$ cat config.mk
export PLATFORM = sky130hd
export DESIGN_NAME = argmax_seq_ctrl_flat
export DESIGN_NICKNAME = d
export VERILOG_FILES = /design/src/rtl/argmax_seq_ctrl_if.sv /design/src/rtl/argmax_seq_ctrl.sv /design/src/flat_wrapper.sv
export SDC_FILE = /design/constraint.sdc
export NUM_CORES = 1
export LEC_CHECK = 0
export BUFFER_PORTS_ARGS = -buffer_cell sky130_fd_sc_hd__clkbuf_2
export CAP_MARGIN = 20
export CORE_MARGIN = 8
export CORE_UTILIZATION = 30
export CTS_BUF_LIST = sky130_fd_sc_hd__clkbuf_4 sky130_fd_sc_hd__clkbuf_8
export DETAILED_ROUTE_END_ITERATION = 6
export GPL_TIMING_DRIVEN = 0
export PLACE_DENSITY_LB_ADDON = 0.1
export SLEW_MARGIN = 0
export SYNTH_ARGS = -nofsm -noshare
export SYNTH_HDL_FRONTEND = slang
export SYNTH_SLANG_ARGS = --single-unit
$ cat constraint.sdc
create_clock -name clk -period 1.8 [get_ports clk]
set_input_delay 0.09 -clock clk [delete_from_list [all_inputs] [get_ports clk]]
set_output_delay 0.09 -clock clk [all_outputs]
set_load 0.02 [all_outputs]
$ cat src/rtl/argmax_seq_ctrl_if.sv
// rtl/argmax_seq_ctrl_if.sv - score RAM read, comparator feed and class result bundle
// master = sequencer, slave = RAM/comparator/consumer side.
interface argmax_seq_ctrl_if #(
  parameter int MEM_ADDR = 4,
  parameter int OUT_DW   = 4
);
  logic                mem_rd_en;
  logic [MEM_ADDR-1:0] mem_rd_addr;
  logic                cmp_start_sign;
  logic                cmp_read_en;
  logic [MEM_ADDR-1:0] cmp_address;
  logic [OUT_DW-1:0]   cmp_result;
  logic                cls_valid;
  logic                cls_ready;
  logic [OUT_DW-1:0]   cls_index;

  modport master (
    output mem_rd_en, mem_rd_addr, cmp_start_sign, cmp_read_en, cmp_address,
    output cls_valid, cls_index,
    input  cmp_result, cls_ready
  );

  modport slave (
    input  mem_rd_en, mem_rd_addr, cmp_start_sign, cmp_read_en, cmp_address,
    input  cls_valid, cls_index,
    output cmp_result, cls_ready
  );
endinterface

$ cat src/rtl/argmax_seq_ctrl.sv
// rtl/argmax_seq_ctrl.sv - one argmax pass: clear comparator, stream scores, capture winner
// Read strobe/address pass through an RD_LAT delay line so the comparator sees them with the data.
module argmax_seq_ctrl #(
  parameter int MEM_ADDR    = 4,
  parameter int OUT_DW      = 4,
  parameter int NUM_CLASSES = 14,
  parameter int RD_LAT      = 1
) (
  input  logic               clk,
  input  logic               reset,
  input  logic               start,
  output logic               busy,
  output logic [7:0]         pass_cnt,
  argmax_seq_ctrl_if.master  bus
);

  localparam int DCW = (RD_LAT < 2) ? 1 : $clog2(RD_LAT);
  localparam logic [MEM_ADDR-1:0] LAST_ADDR  = MEM_ADDR'(NUM_CLASSES - 1);
  localparam logic [DCW-1:0]      DRAIN_LAST = DCW'(RD_LAT - 1);

  typedef enum logic [2:0] {
    S_IDLE,
    S_CLEAR,
    S_ISSUE,
    S_DRAIN,
    S_CAPTURE,
    S_OUTPUT
  } state_t;

  state_t              state, state_nx;
  logic [MEM_ADDR-1:0] addr_q, addr_nx;
  logic [DCW-1:0]      drain_q, drain_nx;
  logic                rd_en;
  logic [MEM_ADDR-1:0] rd_addr;
  logic                start_sign;
  logic                valid;
  logic                handshake;
  logic [RD_LAT-1:0]   en_pipe;
  logic [MEM_ADDR-1:0] addr_pipe [RD_LAT];
  logic [OUT_DW-1:0]   index_q;
  logic [7:0]          cnt_q;

  always_ff @(posedge clk or posedge reset) begin
    if (reset) begin
      state   <= S_IDLE;
      addr_q  <= '0;
      drain_q <= '0;
    end else begin
      state   <= state_nx;
      addr_q  <= addr_nx;
      drain_q <= drain_nx;
    end
  end

  always_comb begin
    state_nx   = state;
    addr_nx    = addr_q;
    drain_nx   = drain_q;
    rd_en      = 1'b0;
    rd_addr    = '0;
    start_sign = 1'b0;
    valid      = 1'b0;
    case (state)
      S_IDLE: begin
        if (start) state_nx = S_CLEAR;
      end
      S_CLEAR: begin
        start_sign = 1'b1;
        addr_nx    = '0;
        state_nx   = S_ISSUE;
      end
      S_ISSUE: begin
        rd_en   = 1'b1;
        rd_addr = addr_q;
        // Counter parks on the last class so it never walks into unused RAM.
        if (addr_q == LAST_ADDR) begin
          drain_nx = '0;
          state_nx = S_DRAIN;
        end else begin
          addr_nx = addr_q + MEM_ADDR'(1);
        end
      end
      S_DRAIN: begin
        if (drain_q == DRAIN_LAST) state_nx = S_CAPTURE;
        else                       drain_nx = drain_q + DCW'(1);
      end
      S_CAPTURE: begin
        state_nx = S_OUTPUT;
      end
      S_OUTPUT: begin
        valid = 1'b1;
        if (bus.cls_ready) state_nx = S_IDLE;
      end
      default: state_nx = S_IDLE;
    endcase
  end

  always_ff @(posedge clk or posedge reset) begin
    if (reset) begin
      en_pipe <= '0;
      for (int i = 0; i < RD_LAT; i++) addr_pipe[i] <= '0;
    end else begin
      en_pipe[0]   <= rd_en;
      addr_pipe[0] <= rd_addr;
      for (int i = 1; i < RD_LAT; i++) begin
        en_pipe[i]   <= en_pipe[i-1];
        addr_pipe[i] <= addr_pipe[i-1];
      end
    end
  end

  assign handshake = valid & bus.cls_ready;

  always_ff @(posedge clk or posedge reset) begin
    if (reset) begin
      index_q <= '0;
      cnt_q   <= '0;
    end else begin
      if (state == S_CAPTURE) index_q <= bus.cmp_result;
      if (handshake)          cnt_q   <= cnt_q + 8'd1;
    end
  end

  assign busy               = (state != S_IDLE);
  assign pass_cnt           = cnt_q;
  assign bus.mem_rd_en      = rd_en;
  assign bus.mem_rd_addr    = rd_addr;
  assign bus.cmp_start_sign = start_sign;
  assign bus.cmp_read_en    = en_pipe[RD_LAT-1];
  assign bus.cmp_address    = addr_pipe[RD_LAT-1];
  assign bus.cls_valid      = valid;
  assign bus.cls_index      = index_q;

endmodule
$ cat src/flat_wrapper.sv
// flat-port wrapper written by rule: the top's interface ports become plain ports
module argmax_seq_ctrl_flat 
#(
  parameter int MEM_ADDR    = 4,
  parameter int OUT_DW      = 4,
  parameter int NUM_CLASSES = 14,
  parameter int RD_LAT      = 1
)
  (clk, reset, start, busy, pass_cnt, bus_mem_rd_en, bus_mem_rd_addr, bus_cmp_start_sign, bus_cmp_read_en, bus_cmp_address, bus_cls_valid, bus_cls_index, bus_cmp_result, bus_cls_ready);
  argmax_seq_ctrl_if #(.MEM_ADDR(MEM_ADDR), .OUT_DW(OUT_DW)) bus_i ();
  input  logic clk;
  input  logic reset;
  input  logic start;
  output logic busy;
  output logic [7:0] pass_cnt;
  output wire logic [$bits(bus_i.mem_rd_en)-1:0] bus_mem_rd_en;
  output wire logic [$bits(bus_i.mem_rd_addr)-1:0] bus_mem_rd_addr;
  output wire logic [$bits(bus_i.cmp_start_sign)-1:0] bus_cmp_start_sign;
  output wire logic [$bits(bus_i.cmp_read_en)-1:0] bus_cmp_read_en;
  output wire logic [$bits(bus_i.cmp_address)-1:0] bus_cmp_address;
  output wire logic [$bits(bus_i.cls_valid)-1:0] bus_cls_valid;
  output wire logic [$bits(bus_i.cls_index)-1:0] bus_cls_index;
  input wire logic [$bits(bus_i.cmp_result)-1:0] bus_cmp_result;
  input wire logic [$bits(bus_i.cls_ready)-1:0] bus_cls_ready;
  assign bus_mem_rd_en = bus_i.mem_rd_en;
  assign bus_mem_rd_addr = bus_i.mem_rd_addr;
  assign bus_cmp_start_sign = bus_i.cmp_start_sign;
  assign bus_cmp_read_en = bus_i.cmp_read_en;
  assign bus_cmp_address = bus_i.cmp_address;
  assign bus_cls_valid = bus_i.cls_valid;
  assign bus_cls_index = bus_i.cls_index;
  assign bus_i.cmp_result = bus_cmp_result;
  assign bus_i.cls_ready = bus_cls_ready;
  argmax_seq_ctrl #(.MEM_ADDR(MEM_ADDR), .OUT_DW(OUT_DW), .NUM_CLASSES(NUM_CLASSES), .RD_LAT(RD_LAT)) u_core (.clk(clk), .reset(reset), .start(start), .busy(busy), .pass_cnt(pass_cnt), .bus(bus_i));
endmodule
Word level (Yosys, flattened, before mapping)
Index checks and enable logic that the tools add are counted.
{"block": "totals", "reg_bits": 25, "latch_bits": 0, "ram_bits": 0, "romBits": 0, "in_bits": 8, "output_inout_bits": 25, "elab_cells": 43, "mem_count": 0}
{"block": "op_classes", "n_addsub": 3, "multipliers": 0, "n_div": 0, "order_cmp": 0, "n_eq_ne": 11, "shifts": 0, "n_mux": 14, "bitwise": 1, "n_reduce_logical": 7}
{"op": "$pmux 3 s6", "count": 1}
{"op": "$mux 3", "count": 4}
{"op": "$add 8x1->8 const B", "count": 1}
{"op": "$mux 4", "count": 2}
{"op": "$ne 2x2->1 const B", "count": 4}
{"op": "$pmux 4 s2", "count": 1}
{"op": "$eq 3x2->1 const B", "count": 2}
{"op": "$eq 3x3->1 const B", "count": 2}
{"op": "$mux 1", "count": 5}
{"op": "$add 4x1->4 const B", "count": 1}
{"op": "$eq 4x4->1 const B", "count": 1}
{"op": "$reduce_and 2->1", "count": 2}
{"op": "$reduce_and 4->1", "count": 1}
{"op": "$reduce_bool 2->1", "count": 2}
{"op": "$eq 3x1->1 const B", "count": 1}
{"op": "$logic_not 3->1", "count": 1}
{"op": "$reduce_bool 3->1", "count": 1}
{"op": "$ne 2x1->1 const B", "count": 1}
{"op": "$pmux 1 s2", "count": 1}
{"op": "$add 1x1->1 const B", "count": 1}
{"op": "$and 1x1->1", "count": 1}

Longest topological paths before layout
Gate-level depths: netlist of run 1.
{"block": "depth", "word_depth": 3, "depth_mapped": 5}

Worst setup path after synthesis of run 1
No wires, ideal clock.
{"block": "synth_path", "path_type": "register -> register", "from": "register u_core.state[0]", "to": "register u_core.addr_q[3]", "setup_time_ps": 148, "arrival_time_ps": 1384, "setup_slack_ps": 269, "path_stages_with_launch": 5, "path_buffers": 1, "synth_period_minus_slack_ps": 1531, "cell_sequence": "dfrtp_1 > buf_2 > or3b_4 > nor2_1 > a211oi_2"}
{"block": "synth_via", "elab_chain_cells": 3}
{"element": "start, declared", "line": "argmax_seq_ctrl.sv:30", "rtl": "state_t state, state_nx;"}
{"element": "start signal, assigned", "line": "argmax_seq_ctrl.sv:49", "rtl": "state <= state_nx;"}
{"element": "$eq 3x2->1 / $eq 3x1->1 (equally long branches)", "line": "argmax_seq_ctrl.sv:63", "rtl": "case (state)"}
{"element": "$ne 2x2->1 (no line) / $reduce_bool 2->1 (equally long branches)"}
{"element": "$reduce_and 2->1 (no line)"}
{"element": "end signal, assigned", "line": "argmax_seq_ctrl.sv:50", "rtl": "addr_q <= addr_nx;"}
{"element": "end, declared", "line": "argmax_seq_ctrl.sv:31", "rtl": "logic [MEM_ADDR-1:0] addr_q, addr_nx;"}
Parallel ways exist; a longest one is shown, timed or not.
A chain may end at the register's enable or synchronous reset.

Worst setup path in the final report of run 1
{"block": "layout_path", "from": "register u_core.state[2]", "to": "output port bus_mem_rd_addr[2]"}
{"block": "layout_via", "elab_chain_cells": 2}
{"element": "$eq 3x2->1", "line": "argmax_seq_ctrl.sv:63"}
{"element": "$mux 4", "line": "argmax_seq_ctrl.sv:63"}
{"element": "end, declared", "line": "flat_wrapper.sv:17", "rtl": "output wire logic [$bits(bus_i.mem_rd_addr)-1:0] bus_mem_rd_addr;"}
No other way between the ends.

==> impl_metrics.csv, run 1 <==
group,metric,value,unit
timing,fin_skew,0.00460,ns
critical_path,crit_type,"flip-flop to primary output",
global_route,grt_pass1_vias,797,
cts,cts_sinks,24,
route,ant_nets,0,
route,routed_wirelength,2.29,mm
layout,regArea,604,sq um
global_route,gr-total-overflow,0,
floorplanning,fp.dieH,75.6,um
synth,synth.area.top_cells,"dfrtp_1 (56%), mux2_2 (4.2%), nand2_1 (4.2%)",
critical_path,required,1.71,ns
cts,cts_max_level,1,
timing,final.min_clock_period,1.70,ns
floorplanning,rows,21,
place,dpl-instance-area,1280,sq um
floorplanning,io_pins,33,
synth,async_flop_share,100,%
critical_path,crit_arrival,1.61,ns
route,drc,0,
timing,finalHoldViolCount,0,
place,io_buffers,32,
floorplanning,die_area,5720,sq um
synth,syn_area,1070,sq um
cts,cts_root_buf,"clkbuf_4",
global_route,grt_pass1_wl,3.68,mm
synth,syn_area_per_cell,12.4,sq um
worst_hold_path,hold_path_class,"input port to flip-flop",
cts,clk_path_buf_depth,2,
route,drtPass1Iterations,2,
power_and_ir_drop,ir_drop,0.901,mV
run,max_cap_viol_count,0,
synth,ys_seq_area_share,56.3,%
cts,cts_tree,"built",
synth,synthesis.nets,97,
timing,finalSetupViolations,0,
timing,rsz0062_at_grt,"no",
synth,synth_common_cells,"dfrtp_1 (24), nand2_1 (12), mux2_2 (4), xnor2_1 (4)",
critical_path,cp_max_fo,9,
layout,fillCellCount,370,
timing,drv_slew,0,
cts,cts_buffers,3,
floorplanning,die_w,75.6,um
route,drt_iter0_markers,11,
critical_path,critPathLaunchType,"flip-flop",
layout,fin_util,42.4,%
status,run_status,"complete, no violations",
synth,synth.most_common_cell,"dfrtp_1",
synth,yosys.area.top_type,"dfrtp_1",
cts,clock_latency,0.32,ns
cts,clkTransAtPathRegs,0.13,ns
power_and_ir_drop,p_leak,0.721,nW
floorplanning,design.core.area,3360,sq um
critical_path,r2r_cells,3,
synth,synth_cell_types,30,
route,vias,791,
global_route,antenna_found_initial,0,
synth,postSynthCellCount,86,
worst_hold_path,hold_depth,4,
place,gp_congestion,0.767,
global_route,grt_max_degree,25,
timing,slew_headroom,38.0,%
place,dpl.hpwl,1.63,mm
synth,synth_edf_count,0,
synth,ys_warn_count,0,
layout,finish.instance_area,1430,sq um
critical_path,critPathCaptureType,"primary output",
power_and_ir_drop,p_per_area,1440,nW/um^2
timing,tightest_slew,0.929,ns
layout,antennaDiodeCount,0,
synth,synth_top_area_share,56.3,%
timing,finalSetupTns,0,ns
route,via_per_inst,4.49,
layout,nets,142,
layout,layout-drive-gt1-share,46.9,%
synth,synth_ff_type,"dfrtp_1",
global_route,grt_usage,8.53,%
route,wl_per_cell,13.0,um
critical_path,reg2reg_slack,0.21,ns
floorplanning,start_util,31.7,%
timing,post-route-period-util,94.4,%
layout,multi_input_area,443,sq um
timing,fmaxAchievable,588,MHz
synth,synth-seq-cells,24,
layout,area_growth,33.7,%
-- report_power, final --
group          leakage [nW]  total [mW]  internal [mW]  switching (mW)
clock                0.0279       0.392          0.225           0.167
combinational         0.381       0.813          0.352           0.461
sequential            0.312       0.844          0.694           0.150
-- final cells by class --
cell class | count | area share (%)
repair buffers | 41 | 17.4
flip-flops and latches | 24 | 42.4
inverters | 4 | 1.40
clock inverters | 1 | 2.11
clock buffers | 3 | 1.58
multi-input cells | 57 | 31.1
well taps | 46 | 4.04
-- logic make-up (layout without fill, tap and decap cells) --
kind of cell / Yosys count / in the layout / synth area share [%]
simple gates: 37 / 37 / 21.7
flops: 24 / 24 / 56.3
xor+xnor: 7 / 7 / 5.75
mux: 6 / 6 / 6.10
buf+inv: 5 / 49 / 2.35
compound gates: 4 / 4 / 4.23
fa+ha+maj: 3 / 3 / 3.52
-- critical path, cell delays in order (launching register included) --
cell	delay (ns)
dfrtp_2	0.47
or3b_4	0.42
clkinv_4	0.09
and2_2	0.15
clkbuf_4	0.16
-- cell usage in the layout (no fill, tap or decap), types with 2 or more instances in the layout --
| cell type | instances |
|---|---|
| nor3_1 | 2 |
| dfrtp_1 | 21 |
| buf_4 | 3 |
| ha_1 | 3 |
| nand2_1 | 12 |
| and2_2 | 3 |
| clkbuf_4 | 5 |
| mux2_2 | 4 |
| nand4_1 | 2 |
| dfrtp_2 | 3 |
| inv_1 | 2 |
| nand3_1 | 3 |
| mux2i_1 | 2 |
| clkbuf_2 | 30 |
| dlygate4sd3_1 | 6 |
| nand3b_1 | 3 |
| xnor2_1 | 4 |
| xor2_1 | 3 |
-- registers in the layout (all words and copies together), names as in the netlist --
name                    count
u_core.bus.cls_index        4
u_core.pass_cnt             8
u_core.bus.cmp_address      4
u_core.state                3
u_core.bus.cmp_read_en      1
u_core.addr_q               4
-- metrics by stage --
stage                     setup slack, ns  hold slack (ns)  cells  power, mW
final                               0.100           0.0955    176       2.05
after global routing              0.00269            0.108    176       2.21
after CTS                        0.000579           0.0742    174       2.06
after detailed placement            0.244            0.324    164       1.63
after global placement              0.276            0.323    164       1.62
after floorplan                     0.269            0.105     86       1.38
-- metal layers --
| layer | up-vias | wire (um) | global-route usage, % |
|---|---|---|---|
| met5 | - | 0 | 0 |
| met4 | 0 | 17 | 2.56 |
| met2 | 16 | 1140 | 14.3 |
| met1 | 386 | 968 | 9.95 |
| li1 | 387 | - | - |
| met3 | 2 | 158 | 3.03 |
-- path summary, 6_finish.rpt --
check / from / end
worst max-delay path: u_core.state[2] / bus_mem_rd_addr[2]
worst min-delay path: bus_cls_ready / u_core.state[2]
worst max register to register: u_core.state[0] / u_core.bus.cls_index[2]
worst min register to register: u_core.pass_cnt[7] / u_core.pass_cnt[7]
max in group asynchronous: reset / u_core.state[1]
min in group asynchronous: reset / u_core.bus.cmp_address[3]
-- what timing repair did --
item | CTS | global route
hold buffers | 6 | 0
buffers inserted | 0 | 3
endpoints found under the hold margin | 29 | 0
pin swaps | 0 | 1
resized for setup | 5 | 2
endpoints found under the setup margin | 2 | 5
Power figures use the tool's default switching activity.
==> run 2: changes to the inputs <==
==> constraint.sdc (replaced) <==
create_clock -name clk -period 1.8 [get_ports clk]
set_input_delay 0 -clock clk [delete_from_list [all_inputs] [get_ports clk]]
set_output_delay 0 -clock clk [all_outputs]
set_load 0.02 [all_outputs]
==> impl_metrics.csv, run 2 (synthesis results as in run 1) <==
group,metric,value,unit
critical_path,path_cells,"buf_2 -> or3b_4 -> clkinv_4 -> and2_2 -> clkbuf_2",
global_route,grtUsageMet2,14.4,%
run,max_cap_viol_count,0,
floorplanning,start_util,31.7,%
power_and_ir_drop,p_leak,0.717,nW
route,ant_nets,0,
place,gp_congestion,0.767,
place,dpl.hpwl,1.63,mm
floorplanning,die_w,75.6,um
cts,cts_root_buf,"clkbuf_4",
global_route,use_met3,3.03,%
layout,fillCellCount,366,
route,wl_per_cell,12.6,um
cts,clock_latency,0.32,ns
timing,fin_skew,0.00500,ns
cts,cts_tree,"built",
cts,postCtsSetupRepairBufs,0,
global_route,grt_pass1_wl,3.64,mm
critical_path,required,1.80,ns
floorplanning,fp.dieH,75.6,um
critical_path,cp_max_fo,10,
route,drc,0,
global_route,gr-total-overflow,0,
cts,clkTransAtPathRegs,0.14,ns
layout,area_growth,32.2,%
critical_path,critPathLaunchType,"flip-flop",
critical_path,slowest_delay,0.42,ns
route,vias,775,
critical_path,crit_slowest_cell,"or3b_4",
critical_path,crit_arrival,1.68,ns
layout,largest_reg_flops,8,
timing,drv_slew,0,
route,drt_iter0_markers,12,
cts,clk_path_buf_depth,2,
timing,fmaxAchievable,596,MHz
critical_path,r2r_start,"u_core.state[0]",
layout,finish.instance_area,1410,sq um
route,routed_wirelength,2.20,mm
floorplanning,die_area,5720,sq um
cts,cts_buffers,3,
timing,finalSetupViolations,0,
timing,finalSetupTns,0,ns
critical_path,crit_type,"flip-flop to primary output",
global_route,top_usage_layer,"met2",
route,drtPass1Iterations,4,
global_route,antenna_found_initial,0,
layout,layout-drive-gt1-share,43.4,%
timing,slew_headroom,40.7,%
layout,nets,141,
cts,cts_max_level,1,
global_route,grt_pass1_vias,796,
route,via_per_inst,4.43,
critical_path,reg2reg_slack,0.25,ns
worst_hold_path,hold_path_class,"input port to asynchronous set/reset pin",
power_and_ir_drop,ir_drop,0.857,mV
timing,final.min_clock_period,1.68,ns
timing,finalHoldViolCount,0,
global_route,use_met1,9.64,%
cts,cts_sinks,24,
timing,rsz0062_at_grt,"no",
floorplanning,io_pins,33,
global_route,grt_usage,8.44,%
layout,antennaDiodeCount,0,
power_and_ir_drop,p_per_area,1430,nW/um^2
floorplanning,rows,21,
critical_path,timing.rr.end,"u_core.bus.cls_index[2]",
floorplanning,design.core.area,3360,sq um
critical_path,critPathCaptureType,"primary output",
critical_path,r2r_cells,3,
place,dpl-instance-area,1280,sq um
global_route,grt_max_degree,25,
timing,post-route-period-util,93.2,%
place,io_buffers,32,
status,run_status,"complete, no violations",
layout,layout_commonest_cell,"clkbuf_2",
layout,final_cell_mix,"clkbuf_2 (32), dfrtp_1 (24), nand2_1 (12)",
timing,tightest_slew,0.889,ns
run 2: cell types whose count changed in the layout (fill, tap and decap cells not counted), sizes merged:
cell and change:
dlygate4sd3 +1, buf -2
run 2: through the flow:
step / power (mW) / hold WS (ns) / std cells / worst slack [ns] / util [%]
floorplan: 1.38 / 0.0146 / 86 / 0.269 / -
global placement: 1.62 / 0.233 / 164 / 0.276 / 38.2
detailed placement: 1.63 / 0.234 / 164 / 0.244 / 38.2
CTS: 2.05 / 0.423 / 175 / 0.0619 / 41.8
global route: 2.17 / 0.438 / 175 / 0.00991 / 41.9
finish: 2.01 / 0.386 / 175 / 0.122 / 41.9
run 2: power by group:
group	total, mW	internal (mW)	switching [mW]
Sequential	0.834	0.688	0.146
Combinational	0.785	0.327	0.458
Clock	0.392	0.225	0.167
run 2: area by class of cell:
cell class	instances	area [sq um]	area share (%)
Buffer	1	5.00	0.355
Clock buffer	3	22.5	1.60
Clock inverter	1	30.0	2.13
Inverter	4	20.0	1.42
Multi-Input combinational cell	57	443	31.4
Sequential cell	24	601	42.6
Tap cell	46	57.6	4.09
Timing Repair Buffer	39	230	16.3
run 2: worst max-delay path, delay by kind of cell, from the launching register on:
kind                   cells  cell delay, ns
flip-flops                 1            0.38
AND/OR/NAND/NOR            2            0.57
buffers and inverters      3            0.41
run 2: routing by layer:
metal  up-vias  wire length [um]
li1        384                 -
met3         2               170
met1       371               909
met4         0                21
met5         -                 0
met2        18              1100
run 2: worst max path at each step:
| stage | startpoint | to | slack (ns) | cells past startpoint |
|---|---|---|---|---|
| after floorplan | u_core.state[0] | u_core.addr_q[3] | 0.27 | 4 |
| after global placement | u_core.state[0] | u_core.bus.cls_index[2] | 0.28 | 3 |
| after CTS | u_core.state[0] | bus_mem_rd_addr[1] | 0.06 | 4 |
| after global routing | u_core.state[0] | bus_mem_rd_addr[0] | 0.01 | 5 |
| after detailed placement | u_core.state[0] | u_core.bus.cls_index[2] | 0.24 | 3 |
| final | u_core.state[0] | bus_mem_rd_addr[0] | 0.12 | 5 |
run 2: timing repair:
item                       CTS  global route
resized for setup            0             2
hold endpoints to repair    30             0
setup endpoints to repair    0             2
hold buffers                 7             0
==> run 3: changes to the inputs <==
Settings changed: RECOVER_POWER set to 25.
==> impl_metrics.csv, run 3 (synthesis results as in run 1) <==
group,metric,value,unit
floorplanning,design.core.area,3360,sq um
cts,cts_root_buf,"clkbuf_4",
place,gp_congestion,0.767,
cts,clock_latency,0.32,ns
layout,layout_commonest_cell,"dfrtp_1",
cts,cts_sinks,24,
route,routed_wirelength,2.22,mm
global_route,grt_pass1_wl,3.64,mm
global_route,gr-total-overflow,0,
timing,rsz0062_at_grt,"no",
critical_path,critical-path-top-delay-family,"simple AND/OR/NAND/NOR gates",
timing,fin_skew,0.00478,ns
run,max_cap_viol_count,0,
cts,cts_buffers,3,
floorplanning,rows,21,
layout,finish.instance_area,1390,sq um
timing,post-route-period-util,93.2,%
cts,clk_path_buf_depth,2,
floorplanning,die_area,5720,sq um
global_route,grt_usage,8.44,%
critical_path,critPathLaunchType,"flip-flop",
timing,drv_slew,0,
cts,clkTransAtPathRegs,0.14,ns
critical_path,path_cells,"buf_2 -> or3b_4 -> clkinv_4 -> and2_2 -> clkbuf_2",
place,dpl-instance-area,1280,sq um
timing,fmaxAchievable,596,MHz
global_route,grt_pass1_vias,796,
layout,largest_reg_flops,8,
timing,slew_headroom,40.7,%
floorplanning,start_util,31.7,%
floorplanning,io_pins,33,
route,via_per_inst,4.43,
layout,fin_cells,175,
critical_path,worst-path-buf-inv,3,
timing,final.min_clock_period,1.68,ns
timing,finalHoldViolCount,0,
critical_path,crit_arrival,1.68,ns
critical_path,cp_max_fo,10,
worst_hold_path,hold_path_class,"input port to asynchronous set/reset pin",
route,drtPass1Iterations,4,
layout,fin_util,41.3,%
place,io_buffers,32,
power_and_ir_drop,ir_drop,0.860,mV
timing,finalSetupTns,0,ns
cts,cts_tree,"built",
layout,final_cell_mix,"dfrtp_1 (24), clkbuf_1 (17), clkbuf_2 (15)",
route,ant_nets,0,
global_route,antenna_found_initial,0,
critical_path,critPathCaptureType,"primary output",
place,dpl.hpwl,1.63,mm
timing,finalSetupViolations,0,
global_route,grt_max_degree,25,
critical_path,crit_type,"flip-flop to primary output",
route,drt_iter0_markers,12,
critical_path,required,1.80,ns
timing,tightest_slew,0.889,ns
layout,nets,141,
timing,whs,0.386,ns
route,wl_per_cell,12.7,um
status,run_status,"complete, no violations",
layout,layout-drive-gt1-share,30.2,%
layout,area_growth,30.2,%
power_and_ir_drop,p_per_area,1430,nW/um^2
place,placedCellCount,164,
floorplanning,fp.dieH,75.6,um
cts,postCtsSetupRepairBufs,0,
cts,cts_max_level,1,
critical_path,slowest_delay,0.42,ns
critical_path,crit_slowest_cell,"or3b_4",
route,drc,0,
route,vias,775,
floorplanning,die_w,75.6,um
layout,antennaDiodeCount,0,
power_and_ir_drop,p_leak,0.661,nW
run 3: final cells by class:
type,count,area (sq um)
Clock inverter,1,30.0
Fill cell,375,1980
Tap cell,46,57.6
Inverter,4,20.0
Buffer,1,5.00
Clock buffer,3,22.5
Timing Repair Buffer,39,209
Multi-Input combinational cell,57,443
Sequential cell,24,601
run 3: metal layers:
layer	track usage (%)	vias to the layer above	wire length, um	part of all wire (%)
met5	0	-	0	0
met4	2.56	0	21	0.95
met3	3.03	2	154	6.9
met2	14.4	18	1100	50
met1	9.64	371	940	42
li1	-	384	-	-
run 3: report_power, final:
group	internal, mW	leakage [nW]	total, mW	switching, mW
Clock	0.225	0.0279	0.392	0.167
Sequential	0.688	0.316	0.833	0.145
Combinational	0.303	0.317	0.761	0.458
Total	1.22	0.661	1.99	0.770
run 3: metrics by stage:
stage / setup WS (ns) / total power [mW]
after detailed placement: 0.244 / 1.63
after global routing: 0.00991 / 2.14
after global placement: 0.276 / 1.62
after CTS: 0.0619 / 2.05
final: 0.122 / 1.99
after floorplan: 0.269 / 1.38
run 3: path summary, 6_finish.rpt:
kind / from / end / slack [ns] / cells past startpoint
max: u_core.state[0] / bus_mem_rd_addr[0] / 0.12 / 5
min: reset / u_core.bus.cmp_address[3] / 0.39 / 3
max reg2reg: u_core.state[0] / u_core.bus.cls_index[2] / 0.25 / 3
min reg2reg: u_core.pass_cnt[7] / u_core.pass_cnt[7] / 0.47 / 1
max in group asynchronous: reset / u_core.addr_q[3] / 0.86 / 3
min in group clk: bus_cmp_result[0] / u_core.bus.cls_index[0] / 0.45 / 3
run 3: repair_timing:
item | CTS | global route
endpoints found under the hold margin | 30 | 0
hold buffers | 7 | 0
endpoints found under the setup margin | 0 | 2
resized for setup | 0 | 2
run 3: worst register-to-register path: cells and delay by family (launching register included):
kind / cells / cell delay, ns
AND/OR/NAND/NOR: 1 / 0.51
multiplexers: 1 / 0.40
flip-flops: 1 / 0.38
buffers and inverters: 1 / 0.16
